### config.mk
export PLATFORM = sky130hd
export DESIGN_NAME = instr_sequencer
export DESIGN_NICKNAME = d
export VERILOG_FILES = /design/src/rtl/instr_sequencer.sv
export SDC_FILE = /design/constraint.sdc
export NUM_CORES = 1
export LEC_CHECK = 0
export ABC_AREA = 1
export CAP_MARGIN = 20
export CORE_AREA = 4 4 82 92
export DETAILED_ROUTE_END_ITERATION = 6
export DIE_AREA = 0 0 86 96
export GPL_ROUTABILITY_DRIVEN = 0
export GPL_TIMING_DRIVEN = 0
export SETUP_SLACK_MARGIN = 0.2
export SYNTH_ARGS = -nofsm -noshare
export SYNTH_HDL_FRONTEND = slang
export SYNTH_SLANG_ARGS = --single-unit
### constraint.sdc
create_clock -name clk -period 1.79 [get_ports clk]
set_input_delay 0.358 -clock clk [delete_from_list [all_inputs] [get_ports clk]]
set_output_delay 0.358 -clock clk [all_outputs]
set_load 0.1 [all_outputs]
### src/rtl/instr_sequencer.sv
// -----------------------------------------------------------------------------
// instr_sequencer
//
// Top-level instruction sequencer. Fetches a 16-bit instruction from program
// memory, latches it into the instruction register, decodes the opcode class
// and kicks off either the ALU FSM (opcodes 0x8-0xE) or the load/store/move
// FSM (opcodes 0x0-0x7). It waits for the matching done under a watchdog,
// then retires the instruction. Opcode 0xF halts the sequencer. A watchdog
// expiry faults it. Both of these conditions stick until reset.
//
// Ports:
//   clk          system clock, rising edge
//   rst          asynchronous, active-low reset
//   run          enables instruction issue (sampled in IDLE and RETIRE)
//   mem_data     instruction word from program memory
//   mem_valid    mem_data valid (meaningful while fetch_req=1)
//   fetch_req    fetch request at current PC
//   ir           latched instruction word
//   alu_start    one-cycle start pulse to the ALU FSM
//   alu_done     ALU FSM completion pulse
//   ls_start     one-cycle start pulse to the load/store FSM
//   ls_done      load/store FSM completion pulse
//   busy         high except in IDLE, HALT and FAULT
//   halted       sticky, HALT opcode executed
//   fault        sticky, watchdog expired
//   instr_count  retired-instruction count (wraps)
// -----------------------------------------------------------------------------
module instr_sequencer #(
   parameter int TIMEOUT = 32,
   parameter int COUNT_W = 16
) (
   input  logic               clk,
   input  logic               rst,
   input  logic               run,
   input  logic [15:0]        mem_data,
   input  logic               mem_valid,
   output logic               fetch_req,
   output logic [15:0]        ir,
   output logic               alu_start,
   input  logic               alu_done,
   output logic               ls_start,
   input  logic               ls_done,
   output logic               busy,
   output logic               halted,
   output logic               fault,
   output logic [COUNT_W-1:0] instr_count
);

   localparam int WD_W = $clog2(TIMEOUT) + 1;
   localparam logic [WD_W-1:0] WD_LAST = WD_W'(TIMEOUT - 1);

   typedef enum logic [2:0] {
      IDLE,
      FETCH,
      DECODE,
      EXEC_ALU,
      EXEC_LS,
      RETIRE,
      HALT,
      FAULT
   } state_t;

   state_t              state_reg, state_next;
   logic [WD_W-1:0]     wd_reg;
   logic [15:0]         ir_reg;
   logic [COUNT_W-1:0]  count_reg;
   logic                fetch_req_reg, alu_start_reg, ls_start_reg;
   logic                busy_reg, halted_reg, fault_reg;

   // Next-state logic
   always_comb begin
      state_next = state_reg;
      unique case (state_reg)
         IDLE:     if (run) state_next = FETCH;
         FETCH:    if (mem_valid) state_next = DECODE;
         DECODE: begin
            if (ir_reg[15:12] == 4'hF)
               state_next = HALT;
            else if (ir_reg[15])
               state_next = EXEC_ALU;
            else
               state_next = EXEC_LS;
         end
         // done takes priority over watchdog expiry in the same cycle
         EXEC_ALU: begin
            if (alu_done)
               state_next = RETIRE;
            else if (wd_reg == WD_LAST)
               state_next = FAULT;
         end
         EXEC_LS: begin
            if (ls_done)
               state_next = RETIRE;
            else if (wd_reg == WD_LAST)
               state_next = FAULT;
         end
         RETIRE:   state_next = run ? FETCH : IDLE;
         HALT:     state_next = HALT;
         FAULT:    state_next = FAULT;
         default:  state_next = IDLE;
      endcase
   end

   // State, datapath and registered outputs. The outputs are computed from
   // state_next so that they line up with the state they describe while still
   // coming straight out of flops.
   always_ff @(posedge clk or negedge rst) begin
      if (!rst) begin
         state_reg     <= IDLE;
         wd_reg        <= '0;
         ir_reg        <= '0;
         count_reg     <= '0;
         fetch_req_reg <= 1'b0;
         alu_start_reg <= 1'b0;
         ls_start_reg  <= 1'b0;
         busy_reg      <= 1'b0;
         halted_reg    <= 1'b0;
         fault_reg     <= 1'b0;
      end else begin
         state_reg <= state_next;

         if (state_reg == FETCH && mem_valid)
            ir_reg <= mem_data;

         // Watchdog is cleared on the way into EXEC and counts EXEC cycles
         if (state_reg == DECODE)
            wd_reg <= '0;
         else if (state_reg == EXEC_ALU || state_reg == EXEC_LS)
            wd_reg <= wd_reg + 1'b1;

         if (state_reg == RETIRE)
            count_reg <= count_reg + 1'b1;

         fetch_req_reg <= (state_next == FETCH);
         // Start pulses only on entry into EXEC (from DECODE)
         alu_start_reg <= (state_next == EXEC_ALU) && (state_reg == DECODE);
         ls_start_reg  <= (state_next == EXEC_LS)  && (state_reg == DECODE);
         busy_reg      <= !(state_next == IDLE || state_next == HALT ||
                            state_next == FAULT);
         halted_reg    <= (state_next == HALT);
         fault_reg     <= (state_next == FAULT);
      end
   end

   assign fetch_req   = fetch_req_reg;
   assign ir          = ir_reg;
   assign alu_start   = alu_start_reg;
   assign ls_start    = ls_start_reg;
   assign busy        = busy_reg;
   assign halted      = halted_reg;
   assign fault       = fault_reg;
   assign instr_count = count_reg;

endmodule

======== After elaboration in Yosys (flattened, before gate mapping) ========
Cells that the tools add are included.
Widths: inputs -> output; s select.
storage, ports and cells
  flip-flop bits (word level) ............. 47
  bits in latches ......................... 0
  bits in writable memories ............... 0
  bits in read-only memories .............. 0
  input port bits ......................... 22
  output and inout bits ................... 38
  word-level logic and storage cells ...... 47
  memories kept ........................... 0
operators by class
  $add $sub $neg .......................... 2
  $mul .................................... 0
  divide/modulo/power cells ............... 0
  magnitude comparators ................... 0
  equal/unequal tests ..................... 14
  shifts and indexed selects .............. 0
  mux-type cells .......................... 11
  bitwise operators ....................... 0
  reduce and logical (&&, ||, !) cells .... 10
operators with widths
  operator               number
  $pmux 3 s8             1
  $eq 3x3->1 const B     7
  $mux 3                 7
  $add 16x1->16 const B  1
  $mux 6                 2
  $eq 3x2->1 const B     3
  $add 6x1->6 const B    1
  $eq 3x1->1 const B     2
  $eq 6x5->1 const B     1
  $logic_not 3->1        2
  $eq 4x4->1 const B     1
  $logic_and 1x1->1      3
  $logic_or 1x1->1       3
  $reduce_bool 2->1      1
  $logic_not 1->1        1
  $mux 1                 1

======== Depth between registers and ports, before layout ========
Gate-level depths: netlist (run 1).
  depth after elaboration ................. 8
  depth in mapped cells ................... 10
  mapped depth without buffers ............ 10

======== Worst setup path after synthesis (run 1) ========
Ideal clock, no wire load.
  kind .................................... reg2reg
  start point ............................. reg count_reg[2], in the netlist instr_count[2]
  end point ............................... reg count_reg[11], in the netlist instr_count[11]
  setup time .............................. 0.126 ns
  data arrival time ....................... 1.951 ns
  required time ........................... 1.664 ns
  path slack .............................. -0.287 ns
  stages on the path, launching flop included .. 6
  buffers on the path ..................... 0
  period minus slack after synthesis ...... 2.077 ns
  cells stage by stage .................... dfrtp_1 nand3_1 nor3_4 nand4_1 o21ai_1 nand2_1
on the way
  word-level cells in the longest chain between the ends .. 1
ends and longest elaborated chain
  what                      RTL line  source
  start: declaration        66        logic [COUNT_W-1:0] count_reg;
  start signal: assignment  132       count_reg <= count_reg + 1'b1;
  $add 16x1->16             132
No other way between the ends.
A chain may end at the register's enable or synchronous reset.

======== Worst setup path after layout (run 1) ========
  start point ............................. reg ir_reg[11], in the netlist ir[11]
  end point ............................... out ir[11]
RTL lines
  what                      RTL line  source
  start: declaration        65        logic [15:0] ir_reg;
  start signal: assignment  123       ir_reg <= mem_data;
  end: declaration          38        output logic [15:0] ir,
No word-level cell between the ends.

==> results of run 1 <==
[cells in the mapped netlist (all sizes together)]
master	number
nand4	6
nand2	109
xor2	7
o31ai	1
dfrtp	47
xnor2	5
ha	2
clkinv	1
o21ai	13
buf	3
o22ai	1
nor2	26
a21oi	2
inv	32
nor3	7
nand3	13
[report_power, final]
group	internal [mW]	switching [mW]
Clock	0.312	0.353
Sequential	1.39	0.217
Combinational	0.598	2.47
[through the flow]
| step | setup TNS [ns] | utilization [%] | total power, mW | setup WS (ns) |
|---|---|---|---|---|
| global placement | -53.31 | 45.4 | 4.82 | -1.33 |
| finish | 0 | 45.8 | 5.34 | 0.234 |
| global route | 0 | 45.8 | 5.67 | 0.201 |
| floorplan | 0 | - | 4.06 | 0.173 |
| detailed placement | -2.16 | 45.7 | 4.85 | -0.135 |
| CTS | 0 | 46.1 | 5.43 | 0.105 |
[routing by layer]
layer,GRT usage [%],up-vias
met5,0,-
met4,4.35,0
met3,3.17,6
met2,24.8,34
met1,15.1,898
li1,-,998
[kinds of logic (layout without fill, tap and decap cells)]
| kind of cell | count (synthesis) | count (layout) |
|---|---|---|
| flops | 47 | 47 |
| fa+ha+maj | 2 | 2 |
| compound gates | 17 | 17 |
| simple gates | 161 | 161 |
| buf+inv | 36 | 110 |
| xor+xnor | 12 | 12 |
[timing repair]
action	CTS	global route
setup buffers	0	5
resized for setup	156	26
setup endpoints to repair	38	28
endpoints found under the hold margin	13	0
pin swaps	0	1
hold buffers	1	0
[worst paths after layout]
path | cells after the start | endpoint
worst max-delay path | 1 | ir[11]
max in group asynchronous | 3 | state_reg[0]
worst min-delay path | 2 | ir[5]
min in group asynchronous | 2 | ir[2]
worst max register to register | 7 | ir[4]
worst min register to register | 2 | ir[5]
[layout make-up]
cell class	instances	area [um2]	area share, %
timing repair buffer	66	509	17.0
clock inverter	1	5.00	0.167
inverter	33	125	4.17
tap	82	103	3.42
sequential	47	1210	40.3
buffer	3	23.8	0.793
multi-input combinational	192	937	31.2
clock buffer	7	86.3	2.88
==> run metrics, run 1 <==
period utilisation layout 86.9%; minimum clock period 1.56 ns; reg2reg start state_reg[1]; drt wl/cell 11.6 um; max-cap violations 0; uppermost layer routed met4; RSZ-0062 raised after global routing false; Mean Syn Cell Area 8.20 um2; Synth Area in Compound Gates 3.94%; slew margin rel. 62.9%; final hold slack 0.475 ns; clk root buf clkbuf_8; Clk pin slew, worst setup/hold paths 0.09 ns; hold wc startpoint ir[5]; Synth area leader dfrtp_1; Initial Util 34.4%; area of the die 0.00826 mm2; global-route wire length before repair 8.70 mm; hpwl dp 3.86 mm; sequential cell area fraction in the yosys report 52.2%; core area 0.00656 mm2; vias per cell 4.49; met3 wire len 231 um; number of I/O port buffers 59; fin cells 431; chip height 96 um; Setup crit start ir[11]; Cells after Synth 275; P&R area growth vs syn 33.0%; CP Class reg -> out; xor-xnor portion of the synthesized cell area 4.66%; via count 1936; # fillers 662; H-tree level count 2; Pins Over Slew Limit 0; WL met2 2.63 mm; fraction of layout cells with a size suffix above 1 26.9%; Hold WC Path Type reg -> reg; Post-Synth Adder-Cell Area 1.11%; # diodes 0; Tightest Pin Transition 0.559 ns; total congestion overflow 0; Area contributors post-synth dfrtp_1 (52%), nand2_1 (17%), inv_1 (4.8%), nor2_1 (3.5%), xor2_1 (2.7%); commonest non-fill, non-tap cells in the layout nand2_1 (103), buf_2 (32), inv_1 (29), dfrtp_1 (26), nor2_1 (21); CTS sink cnt 47; CP bufs+invs 1; CP max stage cell clkdlybuf4s18_2; final wirelength 5.01 mm; Yosys cell types 26; setup violators final 0; status complete, no violations; worst skew pair latency 0.30 ns; crit-path max FO 2; top-area cell type share of the netlist area 52.2%; initial antenna violation count 0; synthesized area 0.00225 mm2; CTS max path bufs 2; met1 wire length 2.08 mm; Top delay family on crit path buffers and inverters; Placed Area 0.00299 mm2; Critical Path AT 1.20 ns; vias in the first global route 1926; maximum VDD drop 0.912 mV; # DRC 0; Layout Nets 372; post-synthesis simple-gate area fraction 31.5%; most common cell after layout, fill and taps aside nand2_1; Worst setup SP type flop; DR iter-0 viols 87; Worst Skew 0.00621 ns; overall routing resource usage 13.4%; PwrDens 1780 mW/mm2; number of CTS-inserted buffers 5; # rows 31; CP endpoint kind primary output; # IOs 60; Max Fclk 643 MHz; multiplexer area fraction after synthesis 0%; DP Cell Count 417; Detail Route Antenna Nets 0; Final Instance Area 0.00300 mm2; largest net degree at the start of global routing 35; CP Cell Sequence clkdlybuf4s18_2; largest stage delay on the critical path 0.54 ns; drt pass-1 iters 4; Mapped Nets 299; Worst Path Required 1.43 ns; CTS tree done; Fin. Hold Viols 0; die width 86 um; number of synthesized register bits 47; R2R Setup Slk 0.37 ns; largest family of logic cells by synthesized area simple AND/OR/NAND/NOR gates; LEAKAGE 1.54 nW; Syn. warnings 0
No activity file was read; power rests on OpenSTA's default activity.
==> inputs of run 2 (changes only) <==
- CORE_AREA: 4 4 82 92 -> 4 4 75 83
- DIE_AREA: 0 0 86 96 -> 0 0 79 87
- PLACE_DENSITY: default -> 0.73
- REMOVE_ABC_BUFFERS: default -> 1
- clock period: 1.79 -> 1.3 ns (I/O delays scaled with it)
==> run 2 against run 1 <==
The flow now finishes with violations (setup timing). Routed wire length grew 36%. Final area rose by 39%. Final cell count grew 7.9%. Sequential share of layout area fell by 12 points. Critical path type is now reg -> reg. Critical endpoint is now instr_count[11]. Largest cell class is now buffers. Highest routed layer unchanged.
==> run metrics, run 2 (synthesized netlist as in run 1, its figures left out) <==
H-tree level count 2 (unchanged); Clk pin slew, worst setup/hold paths 0.09 ns (about the same); clk root buf clkbuf_8 (unchanged); minimum clock period 1.48 ns; Top delay family on crit path simple AND/OR/NAND/NOR gates (was buffers and inverters); final wirelength 6.81 mm (was 5.01 mm); total congestion overflow 0 (unchanged); LEAKAGE 2.02 nW (was 1.54 nW); crit-path max FO 4 (was 2); most common cell after layout, fill and taps aside nand2_1 (unchanged); number of CTS-inserted buffers 5 (unchanged); Initial Util 41.8% (was 34.4%); status finished with violations (was complete, no violations); maximum VDD drop 2.26 mV (was 0.912 mV); CP Class reg -> reg (was reg -> out); vias in the first global route 2257 (was 1926); worst skew pair latency 0.30 ns (about the same); pre-CTS WS -0.559 ns (was -0.135 ns); # IOs 60 (unchanged); Worst setup SP type flop (unchanged); CTS max path bufs 2 (unchanged); CP max stage cell dfrtp_2 (was clkdlybuf4s18_2); via count 2242 (was 1936); Pins Over Slew Limit 0 (unchanged); met3 Use GR 5.49% (was 3.17%); initial antenna violation count 0 (unchanged); drt pass-1 iters 4 (unchanged); CTS sink cnt 47 (unchanged); failing checks setup timing; Worst Skew 0.00756 ns (was 0.00621 ns); multi-input logic area 0.00118 mm2 (was 937 um2); slew margin rel. 80.9% (was 62.9%); P&R area growth vs syn 84.7% (was 33.0%); setup violators final 33 (was 0); # DRC 0 (unchanged); commonest non-fill, non-tap cells in the layout nand2_1 (87), buf_12 (40), dfrtp_1 (28), buf_4 (28), inv_1 (26) (was nand2_1 (103), buf_2 (32), inv_1 (29), dfrtp_1 (26), nor2_1 (21)); Tot Pwr 9.56 mW (was 5.34 mW); chip height 87 um (was 96 um); largest stage delay on the critical path 0.43 ns (was 0.54 ns); CTS tree done (unchanged); DR iter-0 viols 102 (was 87); Layout Nets 413 (was 372); met1 usage 20.8% (was 15.1%); Critical Path AT 1.68 ns (was 1.20 ns); area of the die 0.00687 mm2 (was 0.00826 mm2); CP endpoint kind flop (was primary output); fraction of layout cells with a size suffix above 1 46.2% (was 26.9%); # rows 28 (was 31); Detail Route Antenna Nets 0 (unchanged); largest net degree at the start of global routing 30 (was 35); RSZ-0062 raised after global routing true (was false); CP bufs+invs 2 (was 1); R2R Setup Slk -0.18 ns (was 0.37 ns); global-route wire length before repair 10.1 mm (was 8.70 mm); # diodes 0 (unchanged); Tightest Pin Transition 0.287 ns (was 0.559 ns); worst setup margin -0.177 ns (was 0.234 ns); GR peak layer met2 (unchanged); Hold WC Path Type in -> async (was reg -> reg); Sequential Area 0.00120 mm2 (was 0.00121 mm2); hpwl dp 3.65 mm (was 3.86 mm); drt wl/cell 14.6 um (was 11.6 um); period utilisation layout 114%; overall routing resource usage 18.5% (was 13.4%); max-cap violations 0 (unchanged); Max Fclk 677 MHz; number of I/O port buffers 59 (unchanged); CP Cell Sequence inv_4 -> nor2_4 -> nand2_4 -> nor3_4 -> nand4_1 -> buf_6 -> o21ai_2 -> nand2_1 (was clkdlybuf4s18_2); vias per cell 4.82 (was 4.49); core area 0.00540 mm2 (was 0.00656 mm2); # fillers 365 (was 662); die width 79 um (was 86 um); Fin. Hold Viols 0 (unchanged); PwrDens 2290 mW/mm2 (was 1780 mW/mm2); Worst Path Required 1.50 ns (was 1.43 ns); GR Util met2 34.5% (was 24.8%)
-- run 2: routing by layer --
layer	vias to the layer above	part of all wire (%)
met1	1079	37
met2	69	55
met5	-	0
met4	0	2.0
li1	1079	-
met3	15	5.6
-- run 2: metrics by stage --
stage / instance area [um2] / cells / util, % / setup TNS, ns / hold slack, ns
6_report: 4170 / 465 / 77.2 / -2.28 / 0.411
5_1_grt: 4170 / 465 / 77.2 / -5.56 / 0.441
4_1_cts: 3770 / 444 / 69.9 / -1.16 / 0.462
3_5_place_dp: 2930 / 407 / 54.3 / -25.94 / 0.240
3_3_place_gp: 2920 / 406 / 54.0 / -89.65 / 0.453
2_1_floorplan: 2230 / 272 / - / -11.82 / -0.0356
-- run 2: what timing repair did --
action	4_1_cts	5_1_grt
gates resized for setup	399	66
endpoints found under the setup margin	84	94
cloned	0	1
hold buffers	1	0
endpoints found under the hold margin	18	0
pin swaps	12	29
buffers inserted	28	20
-- run 2: cell type report --
class                           instances  share of cell area (%)
Inverter                               33                    3.33
Sequential cell                        47                    28.8
Tap cell                               75                    2.25
Clock inverter                          1                   0.120
Timing Repair Buffer                  110                    35.2
Multi-Input combinational cell        192                    28.4
Clock buffer                            7                    1.83
-- run 2: path summary, 6_finish.rpt --
check | from | endpoint | cells past startpoint
hold / removal | rst | wd_reg[1] | 2
hold reg to reg | ir[4] | ir[4] | 2
max in group asynchronous | rst | instr_count[0] | 3
min in group clk | mem_data[2] | ir[2] | 3
setup reg to reg | state_reg[0] | instr_count[11] | 8
setup / recovery | state_reg[0] | instr_count[11] | 8
-- run 2: worst reg2reg max path, delay by kind of cell (launching register included) --
kind / cells / cell delay [ns]
compound gates: 1 / 0.10
buf+inv: 2 / 0.24
flops: 1 / 0.43
simple gates: 5 / 0.62
-- run 2: power by group --
group | total, mW | switching, mW | internal [mW]
registers | 2.44 | 0.539 | 1.90
clock network | 0.865 | 0.487 | 0.379
logic | 6.25 | 3.82 | 2.43
total | 9.56 | 4.85 | 4.71
==> inputs of run 3 (changes only) <==
- CORE_AREA: 4 4 75 83 -> 2 2 73 81
- DIE_AREA: 0 0 79 87 -> 0 0 75 83
==> run 3 against run 2 <==
The flow still finishes with violations (setup timing). Setup slack improved by 0.030 ns. Routed wire length down 1.5%. Register-to-register slack improved by 0.03 ns. Combinational power rose by 4.8%. Clock-buffer cell count decreased by 1. Largest cell class unchanged.
==> run metrics, run 3 (synthesized netlist as in run 1, its figures left out) <==
r2r worst-path depth 8 (unchanged); RSZ-0062 raised after global routing true (unchanged); Tightest Pin Transition 0.280 ns (was 0.287 ns); Worst Skew 0.0114 ns (was 0.00756 ns); DR iter-0 viols 97 (was 102); fin cells 455 (was 465); largest net degree at the start of global routing 38 (was 30); Tot Pwr 9.91 mW (was 9.56 mW); initial antenna violation count 0 (unchanged); # diodes 0 (unchanged); P&R area growth vs syn 83.0% (was 84.7%); Critical Path AT 1.69 ns (was 1.68 ns); global-route wire length before repair 9.82 mm (was 10.1 mm); Pins Over Slew Limit 0 (unchanged); drt pass-1 iters 4 (unchanged); CTS sink cnt 47 (unchanged); number of I/O port buffers 59 (unchanged); # fillers 328 (was 365); CP Class reg -> reg (unchanged); slew margin rel. 81.3% (was 80.9%); maximum VDD drop 2.02 mV (was 2.26 mV); # DRC 0 (unchanged); Max Fclk 691 MHz (was 677 MHz); Setup crit start state_reg[1] (was state_reg[0]); number of CTS-inserted buffers 5 (unchanged); drt wl/cell 14.7 um (was 14.6 um); Clk pin slew, worst setup/hold paths 0.09 ns (about the same); area of the die 0.00623 mm2 (was 0.00687 mm2); clk root buf clkbuf_8 (unchanged); R2R Setup Slk -0.15 ns (was -0.18 ns); final wirelength 6.70 mm (was 6.81 mm); status finished with violations (unchanged); period utilisation layout 111% (was 114%); total congestion overflow 0 (unchanged); pre-CTS WS -0.530 ns (was -0.559 ns); LEAKAGE 1.98 nW (was 2.02 nW); vias in the first global route 2176 (was 2257); die width 75 um (was 79 um); DP Cell Count 407 (unchanged); crit-path max FO 8 (was 4); core area 0.00536 mm2 (was 0.00540 mm2); Layout Nets 403 (was 413); worst setup margin -0.147 ns (was -0.177 ns); commonest non-fill, non-tap cells in the layout nand2_1 (61), buf_12 (40), nand2_2 (30), dfrtp_1 (30), buf_4 (27) (was nand2_1 (87), buf_12 (40), dfrtp_1 (28), buf_4 (28), inv_1 (26)); via count 2199 (was 2242); PwrDens 2400 mW/mm2 (was 2290 mW/mm2); Fin. Hold Viols 0 (unchanged); # IOs 60 (unchanged); hpwl dp 3.59 mm (was 3.65 mm); Detail Route Antenna Nets 0 (unchanged); Worst Path Required 1.55 ns (was 1.50 ns); CTS max path bufs 2 (unchanged); overall routing resource usage 20.2% (was 18.5%); vias per cell 4.83 (was 4.82); H-tree level count 2 (unchanged); CTS tree done (unchanged); reg2reg start state_reg[1] (was state_reg[0]); most common cell after layout, fill and taps aside nand2_1 (unchanged); Worst Setup EP ir[3] (was instr_count[11]); fraction of layout cells with a size suffix above 1 49.5% (was 46.2%); Worst setup SP type flop (unchanged); max-cap violations 0 (unchanged); worst skew pair latency 0.30 ns (about the same); chip height 83 um (was 87 um); # rows 28 (unchanged); setup violators final 29 (was 33); minimum clock period 1.45 ns (was 1.48 ns); CP endpoint kind flop (unchanged); Initial Util 42.1% (was 41.8%); failing checks setup timing (unchanged); Hold WC Path Type in -> async (unchanged); R2R Path End ir[3] (was instr_count[11])
-- run 3: how the worst min path moves through the flow --
stage / from / end / slack (ns) / cells after the start
after global routing: rst / instr_count[7] / 0.39 / 2
final: rst / instr_count[7] / 0.36 / 2
after detailed placement: rst / alu_start / 0.15 / 1
after floorplan: rst / alu_start / -0.04 / 0
after global placement: ir[4] / ir[4] / 0.45 / 2
after CTS: rst / instr_count[7] / 0.37 / 2
-- run 3: per-layer routing --
layer | wire length, um | part of all wire [%] | vias up | track usage, %
met5 | 0 | 0 | - | 0
met4 | 171 | 2.6 | 0 | 6.66
met3 | 519 | 7.7 | 20 | 7.65
met2 | 3700 | 55 | 92 | 33.7
met1 | 2310 | 34 | 1023 | 23.2
li1 | - | - | 1064 | -
-- run 3: final cells by class --
type / count / area, um2 / share of cell area, %
sequential: 47 / 1200 / 29.0
tap: 75 / 93.8 / 2.27
inverter: 33 / 141 / 3.43
clock buffer: 6 / 72.6 / 1.76
clock inverter: 2 / 12.5 / 0.303
multi-input combinational: 192 / 1240 / 30.2
timing repair buffer: 100 / 1360 / 33.0
-- run 3: what timing repair did --
action                                  4_1_cts  5_1_grt
pin swaps                                    12       31
hold buffers                                  1        0
cloned                                        1        0
resized for setup                           388       87
setup buffers                                23       15
endpoints found under the hold margin        10        0
endpoints found under the setup margin       83       84
-- run 3: power by group --
group	switching (mW)	leakage (nW)	internal [mW]
Clock	0.498	0.0412	0.377
Sequential	0.587	0.594	1.91
Combinational	4.02	1.34	2.52
Total	5.11	1.98	4.81
-- run 3: stage by stage --
stage / hold WS, ns / cell area (um2) / utilization, % / TNS [ns]
finish: 0.364 / 4130 / 77.0 / -2.70
floorplan: -0.0356 / 2230 / - / -11.82
global route: 0.387 / 4130 / 77.0 / -5.26
CTS: 0.365 / 3750 / 70.0 / -1.25
global placement: 0.454 / 2920 / 54.4 / -88.86
detailed placement: 0.154 / 2930 / 54.7 / -25.35
-- run 3: worst max-delay path, cell delays in order, from the launching register on --
cell and delay (ns):
dfrtp_2 0.47, nor2_4 0.17, buf_6 0.12, nand2_4 0.04, nor2_4 0.15, buf_12 0.15
buf_12 0.15, nand2_4 0.06, nand2_2 0.06
